**src/rtl/frame_load_ctrl_pkg.sv**
```systemverilog
// Shared constants and state encoding for the frame loader.
// Protocol bytes, command codes, response codes and the FSM state type.
package frame_load_ctrl_pkg;

    localparam logic [7:0] SYNC_BYTE = 8'h55;
    localparam logic [7:0] CMD_WRITE = 8'h01;
    localparam logic [7:0] CMD_SWAP  = 8'h02;
    localparam logic [7:0] CMD_CLEAR = 8'h03;
    localparam logic [7:0] RESP_ACK  = 8'h06;
    localparam logic [7:0] RESP_NAK  = 8'h15;

    typedef enum logic [3:0] {
        ST_IDLE,
        ST_CMD,
        ST_ADDR_H,
        ST_ADDR_L,
        ST_LEN,
        ST_PAYLOAD,
        ST_FILL,
        ST_CSUM,
        ST_CLEAR,
        ST_SWAP_WAIT,
        ST_RESP
    } state_e;

    function automatic logic [7:0] sat_inc8(input logic [7:0] v);
        return (v == 8'hFF) ? v : v + 8'd1;
    endfunction

    // States in which the host is mid-packet and the inter-byte timer runs.
    function automatic logic in_packet(input state_e s);
        return s inside {ST_CMD, ST_ADDR_H, ST_ADDR_L, ST_LEN,
                         ST_PAYLOAD, ST_FILL, ST_CSUM};
    endfunction

endpackage

```
**src/rtl/frame_load_ctrl_if.sv**
```systemverilog
// Byte-stream, RAM write port and response port of the frame loader.
// master = the loader, slave = UART/RAM side.
interface frame_load_ctrl_if #(
    parameter int unsigned ADDR_W = 16
);
    logic              rx_flag;
    logic [7:0]        rx_data;
    logic              tx_busy;
    logic              wr_en;
    logic [ADDR_W:0]   wr_addr;
    logic [7:0]        wr_data;
    logic              tx_req;
    logic [7:0]        tx_data;

    modport master (
        input  rx_flag, rx_data, tx_busy,
        output wr_en, wr_addr, wr_data, tx_req, tx_data
    );

    modport slave (
        output rx_flag, rx_data, tx_busy,
        input  wr_en, wr_addr, wr_data, tx_req, tx_data
    );
endinterface

```
**src/rtl/frame_load_timeout.sv**
```systemverilog
// Reloadable inter-byte timeout: down-counter with terminal-count expire.
// expire_o is asserted for the last counted cycle while enabled.
module frame_load_timeout #(
    parameter int unsigned TIMEOUT = 1_000_000
) (
    input  logic sclk_i,
    input  logic rst_i,
    input  logic reload_i,
    input  logic enable_i,
    output logic expire_o
);
    localparam int unsigned CW = (TIMEOUT > 1) ? $clog2(TIMEOUT) : 1;
    localparam logic [CW-1:0] LOAD = CW'(TIMEOUT - 1);

    logic [CW-1:0] cnt_q;
    logic [CW-1:0] cnt_d;

    always_comb begin
        cnt_d = cnt_q;
        if (reload_i) begin
            cnt_d = LOAD;
        end else if (enable_i && (cnt_q != '0)) begin
            cnt_d = cnt_q - CW'(1);
        end
    end

    always_ff @(posedge sclk_i) begin
        if (rst_i) begin
            cnt_q <= LOAD;
        end else begin
            cnt_q <= cnt_d;
        end
    end

    assign expire_o = enable_i && !reload_i && (cnt_q == '0);

endmodule

```
**src/rtl/frame_load_ctrl.sv**
```systemverilog
// Host-protocol loader: parses UART packets into writes on the hidden bank of a
// double-buffered frame RAM, clears banks, schedules bank swaps, sends ACK/NAK.
//
// state        | meaning
// -------------+-----------------------------------------------------------
// ST_IDLE      | waiting for sync 0x55, other bytes dropped
// ST_CMD       | waiting for command byte
// ST_ADDR_H    | WRITE: waiting for address high byte
// ST_ADDR_L    | WRITE: waiting for address low byte
// ST_LEN       | WRITE: waiting for length (0 = 256)
// ST_PAYLOAD   | WRITE: each byte written immediately to hidden bank
// ST_FILL      | CLEAR: waiting for fill byte
// ST_CSUM      | waiting for checksum byte
// ST_CLEAR     | sweeping fill value across the hidden bank
// ST_SWAP_WAIT | swap pending, waiting for frame_start
// ST_RESP      | holding ACK/NAK until transmitter is free
module frame_load_ctrl
    import frame_load_ctrl_pkg::*;
#(
    parameter int unsigned ADDR_W  = 16,
    parameter int unsigned TIMEOUT = 1_000_000
) (
    input  logic                sclk_i,
    input  logic                rst_i,
    input  logic                frame_start_i,
    frame_load_ctrl_if.master   bus,
    output logic                buf_sel_o,
    output logic                busy_o,
    output logic [7:0]          err_cnt_o
);

    state_e            state_q;
    logic [7:0]        cmd_q;
    logic [7:0]        ahi_q;
    logic [7:0]        chk_q;
    logic [7:0]        fill_q;
    logic [7:0]        resp_q;
    logic [7:0]        tx_data_q;
    logic [7:0]        err_cnt_q;
    logic [7:0]        wr_data_q;
    logic [8:0]        len_q;
    logic [ADDR_W-1:0] addr_q;
    logic [ADDR_W-1:0] clr_cnt_q;
    logic [ADDR_W:0]   wr_addr_q;
    logic              wr_en_q;
    logic              buf_sel_q;
    logic              swap_pend_q;

    logic              rx;
    logic [7:0]        rx_byte;
    logic              tmo_expire;
    logic              tx_fire;

    assign rx      = bus.rx_flag;
    assign rx_byte = bus.rx_data;

    frame_load_timeout #(
        .TIMEOUT (TIMEOUT)
    ) u_timeout (
        .sclk_i   (sclk_i),
        .rst_i    (rst_i),
        .reload_i (rx),
        .enable_i (in_packet(state_q)),
        .expire_o (tmo_expire)
    );

    // tx_req must land in the very first cycle tx_busy is low, so it is the
    // registered RESP state gated by the live busy input.
    assign tx_fire = (state_q == ST_RESP) && !bus.tx_busy;

    always_ff @(posedge sclk_i) begin
        if (rst_i) begin
            state_q     <= ST_IDLE;
            cmd_q       <= '0;
            ahi_q       <= '0;
            chk_q       <= '0;
            fill_q      <= '0;
            resp_q      <= '0;
            tx_data_q   <= '0;
            err_cnt_q   <= '0;
            wr_data_q   <= '0;
            len_q       <= '0;
            addr_q      <= '0;
            clr_cnt_q   <= '0;
            wr_addr_q   <= '0;
            wr_en_q     <= 1'b0;
            buf_sel_q   <= 1'b0;
            swap_pend_q <= 1'b0;
        end else begin
            wr_en_q <= 1'b0;
            if (tx_fire) begin
                tx_data_q <= resp_q;
            end

            if (tmo_expire) begin
                state_q   <= ST_IDLE;
                err_cnt_q <= sat_inc8(err_cnt_q);
            end else begin
                case (state_q)
                    ST_IDLE: begin
                        if (rx && (rx_byte == SYNC_BYTE)) begin
                            state_q <= ST_CMD;
                        end
                    end
                    ST_CMD: begin
                        if (rx) begin
                            cmd_q <= rx_byte;
                            chk_q <= rx_byte;
                            case (rx_byte)
                                CMD_WRITE: state_q <= ST_ADDR_H;
                                CMD_SWAP:  state_q <= ST_CSUM;
                                CMD_CLEAR: state_q <= ST_FILL;
                                default: begin
                                    resp_q    <= RESP_NAK;
                                    err_cnt_q <= sat_inc8(err_cnt_q);
                                    state_q   <= ST_RESP;
                                end
                            endcase
                        end
                    end
                    ST_ADDR_H: begin
                        if (rx) begin
                            ahi_q   <= rx_byte;
                            chk_q   <= chk_q ^ rx_byte;
                            state_q <= ST_ADDR_L;
                        end
                    end
                    ST_ADDR_L: begin
                        if (rx) begin
                            addr_q  <= ADDR_W'({ahi_q, rx_byte});
                            chk_q   <= chk_q ^ rx_byte;
                            state_q <= ST_LEN;
                        end
                    end
                    ST_LEN: begin
                        if (rx) begin
                            len_q   <= (rx_byte == 8'd0) ? 9'd256 : {1'b0, rx_byte};
                            chk_q   <= chk_q ^ rx_byte;
                            state_q <= ST_PAYLOAD;
                        end
                    end
                    ST_PAYLOAD: begin
                        if (rx) begin
                            wr_en_q   <= 1'b1;
                            wr_addr_q <= {~buf_sel_q, addr_q};
                            wr_data_q <= rx_byte;
                            addr_q    <= addr_q + ADDR_W'(1);
                            chk_q     <= chk_q ^ rx_byte;
                            len_q     <= len_q - 9'd1;
                            if (len_q == 9'd1) begin
                                state_q <= ST_CSUM;
                            end
                        end
                    end
                    ST_FILL: begin
                        if (rx) begin
                            fill_q  <= rx_byte;
                            chk_q   <= chk_q ^ rx_byte;
                            state_q <= ST_CSUM;
                        end
                    end
                    ST_CSUM: begin
                        if (rx) begin
                            if (chk_q != rx_byte) begin
                                resp_q  <= RESP_NAK;
                                state_q <= ST_RESP;
                            end else begin
                                case (cmd_q)
                                    CMD_CLEAR: begin
                                        // offset 0 issued here so the sweep starts next cycle
                                        wr_en_q   <= 1'b1;
                                        wr_addr_q <= {~buf_sel_q, {ADDR_W{1'b0}}};
                                        wr_data_q <= fill_q;
                                        clr_cnt_q <= ADDR_W'(1);
                                        state_q   <= ST_CLEAR;
                                    end
                                    CMD_SWAP: begin
                                        swap_pend_q <= 1'b1;
                                        state_q     <= ST_SWAP_WAIT;
                                    end
                                    default: begin
                                        resp_q  <= RESP_ACK;
                                        state_q <= ST_RESP;
                                    end
                                endcase
                            end
                        end
                    end
                    ST_CLEAR: begin
                        if (rx) begin
                            err_cnt_q <= sat_inc8(err_cnt_q);
                        end
                        wr_en_q   <= 1'b1;
                        wr_addr_q <= {~buf_sel_q, clr_cnt_q};
                        wr_data_q <= fill_q;
                        clr_cnt_q <= clr_cnt_q + ADDR_W'(1);
                        if (clr_cnt_q == {ADDR_W{1'b1}}) begin
                            resp_q  <= RESP_ACK;
                            state_q <= ST_RESP;
                        end
                    end
                    ST_SWAP_WAIT: begin
                        if (rx) begin
                            err_cnt_q <= sat_inc8(err_cnt_q);
                        end
                        if (frame_start_i && swap_pend_q) begin
                            buf_sel_q   <= ~buf_sel_q;
                            swap_pend_q <= 1'b0;
                            resp_q      <= RESP_ACK;
                            state_q     <= ST_RESP;
                        end
                    end
                    ST_RESP: begin
                        if (rx) begin
                            err_cnt_q <= sat_inc8(err_cnt_q);
                        end
                        if (!bus.tx_busy) begin
                            state_q <= ST_IDLE;
                        end
                    end
                    default: state_q <= ST_IDLE;
                endcase
            end
        end
    end

    assign bus.wr_en   = wr_en_q;
    assign bus.wr_addr = wr_addr_q;
    assign bus.wr_data = wr_data_q;
    assign bus.tx_req  = tx_fire;
    assign bus.tx_data = tx_fire ? resp_q : tx_data_q;

    assign buf_sel_o = buf_sel_q;
    assign busy_o    = (state_q != ST_IDLE);
    assign err_cnt_o = err_cnt_q;

endmodule

```
**src/flat_wrapper.sv**
```systemverilog
// flat-port wrapper written by rule: the top's interface ports become plain ports
module frame_load_ctrl_flat import frame_load_ctrl_pkg::*;
#(
    parameter int unsigned ADDR_W  = 16,
    parameter int unsigned TIMEOUT = 1_000_000
)
  (sclk_i, rst_i, frame_start_i, buf_sel_o, busy_o, err_cnt_o, bus_rx_flag, bus_rx_data, bus_tx_busy, bus_wr_en, bus_wr_addr, bus_wr_data, bus_tx_req, bus_tx_data);
  frame_load_ctrl_if #(.ADDR_W(ADDR_W)) bus_i ();
  input  logic sclk_i;
  input  logic rst_i;
  input  logic frame_start_i;
  output logic buf_sel_o;
  output logic busy_o;
  output logic [7:0] err_cnt_o;
  input wire logic [$bits(bus_i.rx_flag)-1:0] bus_rx_flag;
  input wire logic [$bits(bus_i.rx_data)-1:0] bus_rx_data;
  input wire logic [$bits(bus_i.tx_busy)-1:0] bus_tx_busy;
  output wire logic [$bits(bus_i.wr_en)-1:0] bus_wr_en;
  output wire logic [$bits(bus_i.wr_addr)-1:0] bus_wr_addr;
  output wire logic [$bits(bus_i.wr_data)-1:0] bus_wr_data;
  output wire logic [$bits(bus_i.tx_req)-1:0] bus_tx_req;
  output wire logic [$bits(bus_i.tx_data)-1:0] bus_tx_data;
  assign bus_i.rx_flag = bus_rx_flag;
  assign bus_i.rx_data = bus_rx_data;
  assign bus_i.tx_busy = bus_tx_busy;
  assign bus_wr_en = bus_i.wr_en;
  assign bus_wr_addr = bus_i.wr_addr;
  assign bus_wr_data = bus_i.wr_data;
  assign bus_tx_req = bus_i.tx_req;
  assign bus_tx_data = bus_i.tx_data;
  frame_load_ctrl #(.ADDR_W(ADDR_W), .TIMEOUT(TIMEOUT)) u_core (.sclk_i(sclk_i), .rst_i(rst_i), .frame_start_i(frame_start_i), .bus(bus_i), .buf_sel_o(buf_sel_o), .busy_o(busy_o), .err_cnt_o(err_cnt_o));
endmodule
```
**config.mk**
```make
export PLATFORM = sky130hd
export DESIGN_NAME = frame_load_ctrl_flat
export DESIGN_NICKNAME = d
export VERILOG_FILES = /design/src/rtl/frame_load_ctrl_pkg.sv /design/src/rtl/frame_load_ctrl_if.sv /design/src/rtl/frame_load_timeout.sv /design/src/rtl/frame_load_ctrl.sv /design/src/flat_wrapper.sv
export SDC_FILE = /design/constraint.sdc
export NUM_CORES = 1
export LEC_CHECK = 0
export CAP_MARGIN = 20
export CORE_MARGIN = 3
export CORE_UTILIZATION = 54
export DETAILED_ROUTE_END_ITERATION = 10
export GPL_TIMING_DRIVEN = 0
export HOLD_SLACK_MARGIN = 0.05
export PLACE_DENSITY = 0.81
export SYNTH_ARGS = -nofsm -noshare
export SYNTH_HDL_FRONTEND = slang
export SYNTH_HIERARCHICAL = 1
export SYNTH_SLANG_ARGS = --single-unit
```
**constraint.sdc**
```tcl
create_clock -name sclk_i -period 4.25 [get_ports sclk_i]
set_input_delay 0.425 -clock sclk_i [delete_from_list [all_inputs] [get_ports sclk_i]]
set_output_delay 0.425 -clock sclk_i [all_outputs]
set_load 0.01 [all_outputs]
```
==> impl_metrics.json <==
{
  "min_path_type": "input pin to flop",
  "vias_per_cell": 6.62,
  "syn2layout_area_growth_pct": 17.9,
  "synth_flop_cell": "dfxtp_1",
  "grt_usage_pct": 29.0,
  "cts_resized": 0,
  "synth_fp_nets": 997,
  "gp_congestion": 0.962,
  "port_buffers": 51,
  "dr.pass1.iters": 6,
  "synthCells": 978,
  "die_area_sq_um": 16000,
  "critPathSlowestCell": "buf_1",
  "grt_pass1_wl_mm": 38.1,
  "slew_headroom_pct": 43.3,
  "postCtsSetupBuffers": 0,
  "hold_viol": 0,
  "ant_nets": 0,
  "drt_wl_total_mm": 23.9,
  "worstSetupStartpoint": "u_core/state_q[3]",
  "io-pin-count": 58,
  "worstPathRequired_ps": 4540,
  "worstSetupPathType": "flop to flop",
  "start_util_pct": 55.9,
  "clockBufferDepth": 2,
  "cap_violations": 0,
  "hold_path_startpoint": "bus_rx_data[5]",
  "antenna_found_initial": 0,
  "die_height_microns": 127,
  "clock_latency_ps": 430,
  "power_density_nw_per_um2": 339,
  "tightest_slew_ps": 844,
  "die_w_microns": 127,
  "synthDistinctLibCells": 74,
  "status": "complete, no violations",
  "cts.clk_slew.worst_paths_ps": 60,
  "final.setup.tns_ps": 0,
  "slowest_delay_ps": 510,
  "fin_ws_ps": 378,
  "dpl.hpwl_mm": 16.5,
  "root_buffer": "clkbuf_16",
  "vias": 8218,
  "synth-seq-cells": 144,
  "grt_max_degree": 17,
  "drv_slew": 0,
  "placed_area_sq_um": 8590,
  "yosysWarnings": 6,
  "drcViolationCount": 0,
  "cts.sinks": 144,
  "rows": 43,
  "critPathCaptureType": "flop",
  "tritoncts": "built",
  "core_sq_um": 14000,
  "worst-path-max-fanout": 10,
  "setup-violations-final": 0,
  "ys_async_sr_fraction_pct": 0,
  "finish.instance_area_sq_um": 9260,
  "fillers": 1218,
  "regArea_sq_um": 2880,
  "irDropWorstVdd_mv": 0.295,
  "syn_area_per_cell_sq_um": 8.03,
  "crit_chain": "buf_4 -> clkbuf_1 -> nor2_1 -> nand2_1 -> or4_4 -> nor4_1 -> clkbuf_1 -> nor2b_1 -> nand2_1 -> buf_1 -> mux2i_1 -> nor2_1",
  "htreeDepth": 4,
  "synth_area_sq_um": 7860,
  "grt_setup_unrepaired": "no",
  "min_period_over_period_pct": 91.1,
  "cp_num_buf_inv": 4,
  "wl_per_cell_microns": 19.3,
  "nets": 1067,
  "antennaDiodeCount": 0,
  "drive_gt1_share_pct": 8.95,
  "dp_slack_ps": 543,
  "grt_pass1_vias": 7379,
  "cp_top_family": "simple AND/OR/NAND/NOR gates",
  "fin_crit_ps": 3870,
  "final_cell_mix": "144 x dfxtp_1, 96 x nand2_1, 79 x nand3_1",
  "final_common_cell": "dfxtp_1",
  "achievable-frequency_ghz": 0.258,
  "whs_ps": 302,
  "r2r_start": "u_core/state_q[3]",
  "start_kind": "flop",
  "skew_ps": 8.77,
  "ctsHoldBuffers": 0,
  "numCtsBuffers": 17,
  "multiInputGateArea_sq_um": 4520,
  "ys_seq_area_share_pct": 36.7,
  "crit_arrival_ps": 4160,
  "dr.first_iter.drc_count": 1219,
  "p_leak_nw": 3.07,
  "grt_remaining_overflow": 0,
  "synth-edff-count": 0
}
## cell usage after synthesis (19+ instances only)
cell | count | area share [%]
nand2_1 | 96 | 4.6
clkbuf_1 | 47 | 2.2
a31oi_1 | 35 | 2.8
o21ai_0 | 44 | 2.8
nand4_1 | 19 | 1.5
o211ai_1 | 19 | 1.8
a21oi_1 | 68 | 4.3
nand3_1 | 79 | 5.0
buf_2 | 24 | 1.5
nor4_1 | 19 | 1.5
a311oi_1 | 29 | 3.2
dfxtp_1 | 144 | 37
mux2i_1 | 36 | 4.6
nor2_1 | 72 | 3.4
## worst paths after layout
check                           to  slack (ps)  cells after the start
hold reg to reg   u_core/fill_q[3]         450                      2
setup / recovery   u_core/cmd_q[1]         380                     12
hold / removal    u_core/fill_q[5]         300                      3
setup reg to reg   u_core/cmd_q[1]         380                     12
## worst min-delay path, cell delays in order
cell and delay (ps):
buf_6 130, nand3_1 80, a21oi_1 50
## power breakdown
part	internal [mW]	switching, mW	leakage [nW]	total (mW)
registers	1.35	0.000249	1.16	1.35
logic	0.0284	0.0712	1.59	0.0996
clock network	1.07	0.621	0.316	1.69
## cell type report
| cell class | instances | area share, % |
|---|---|---|
| Clock inverter | 14 | 2.46 |
| Buffer | 84 | 4.22 |
| Tap cell | 180 | 2.43 |
| Clock buffer | 18 | 4.74 |
| Inverter | 17 | 0.689 |
| Multi-Input combinational cell | 733 | 48.8 |
| Sequential cell | 144 | 31.1 |
| Timing Repair Buffer | 51 | 5.51 |
## routing by layer
layer  global-route usage (%)  up-vias  part of all wire (%)
li1                         -     3814                     -
met1                     39.8     3886                    42
met2                     46.2      483                    46
met3                     6.57       35                    10
met4                     8.14        0                   1.4
met5                        0        -                     0
## flip-flops by register name (all words and copies together) (netlist names)
register / count
u_core/u_timeout/cnt_q: 20
u_core/bus.wr_addr: 17
u_core/addr_q: 16
u_core/clr_cnt_q: 16
u_core/len_q: 9
u_core/ahi_q: 8
u_core/bus.wr_data: 8
u_core/chk_q: 8
u_core/cmd_q: 8
u_core/err_cnt_o: 8
u_core/fill_q: 8
u_core/tx_data_q: 8
u_core/state_q: 4
u_core/resp_q: 3
u_core/buf_sel_o: 1
u_core/bus.wr_en: 1
u_core/swap_pend_q: 1
## cell families (layout without fill, tap and decap cells)
logic type	count (synthesis)	count (layout)	synth area share [%]
compound gates	270	270	22.4
xor+xnor	10	10	1.12
fa+ha+maj	6	6	0.956
buf+inv	101	184	5.78
flops	144	144	36.7
mux	41	41	5.30
simple gates	406	406	27.8
## stage by stage
step	total power [mW]	cells	util, %
4_1_cts	3.15	1241	65.9
5_1_grt	3.22	1241	65.9
2_1_floorplan	1.44	978	-
3_5_place_dp	1.48	1209	61.2
3_3_place_gp	1.48	1209	61.2
6_report	3.14	1241	65.9
(Power assumes the default switching activity.)
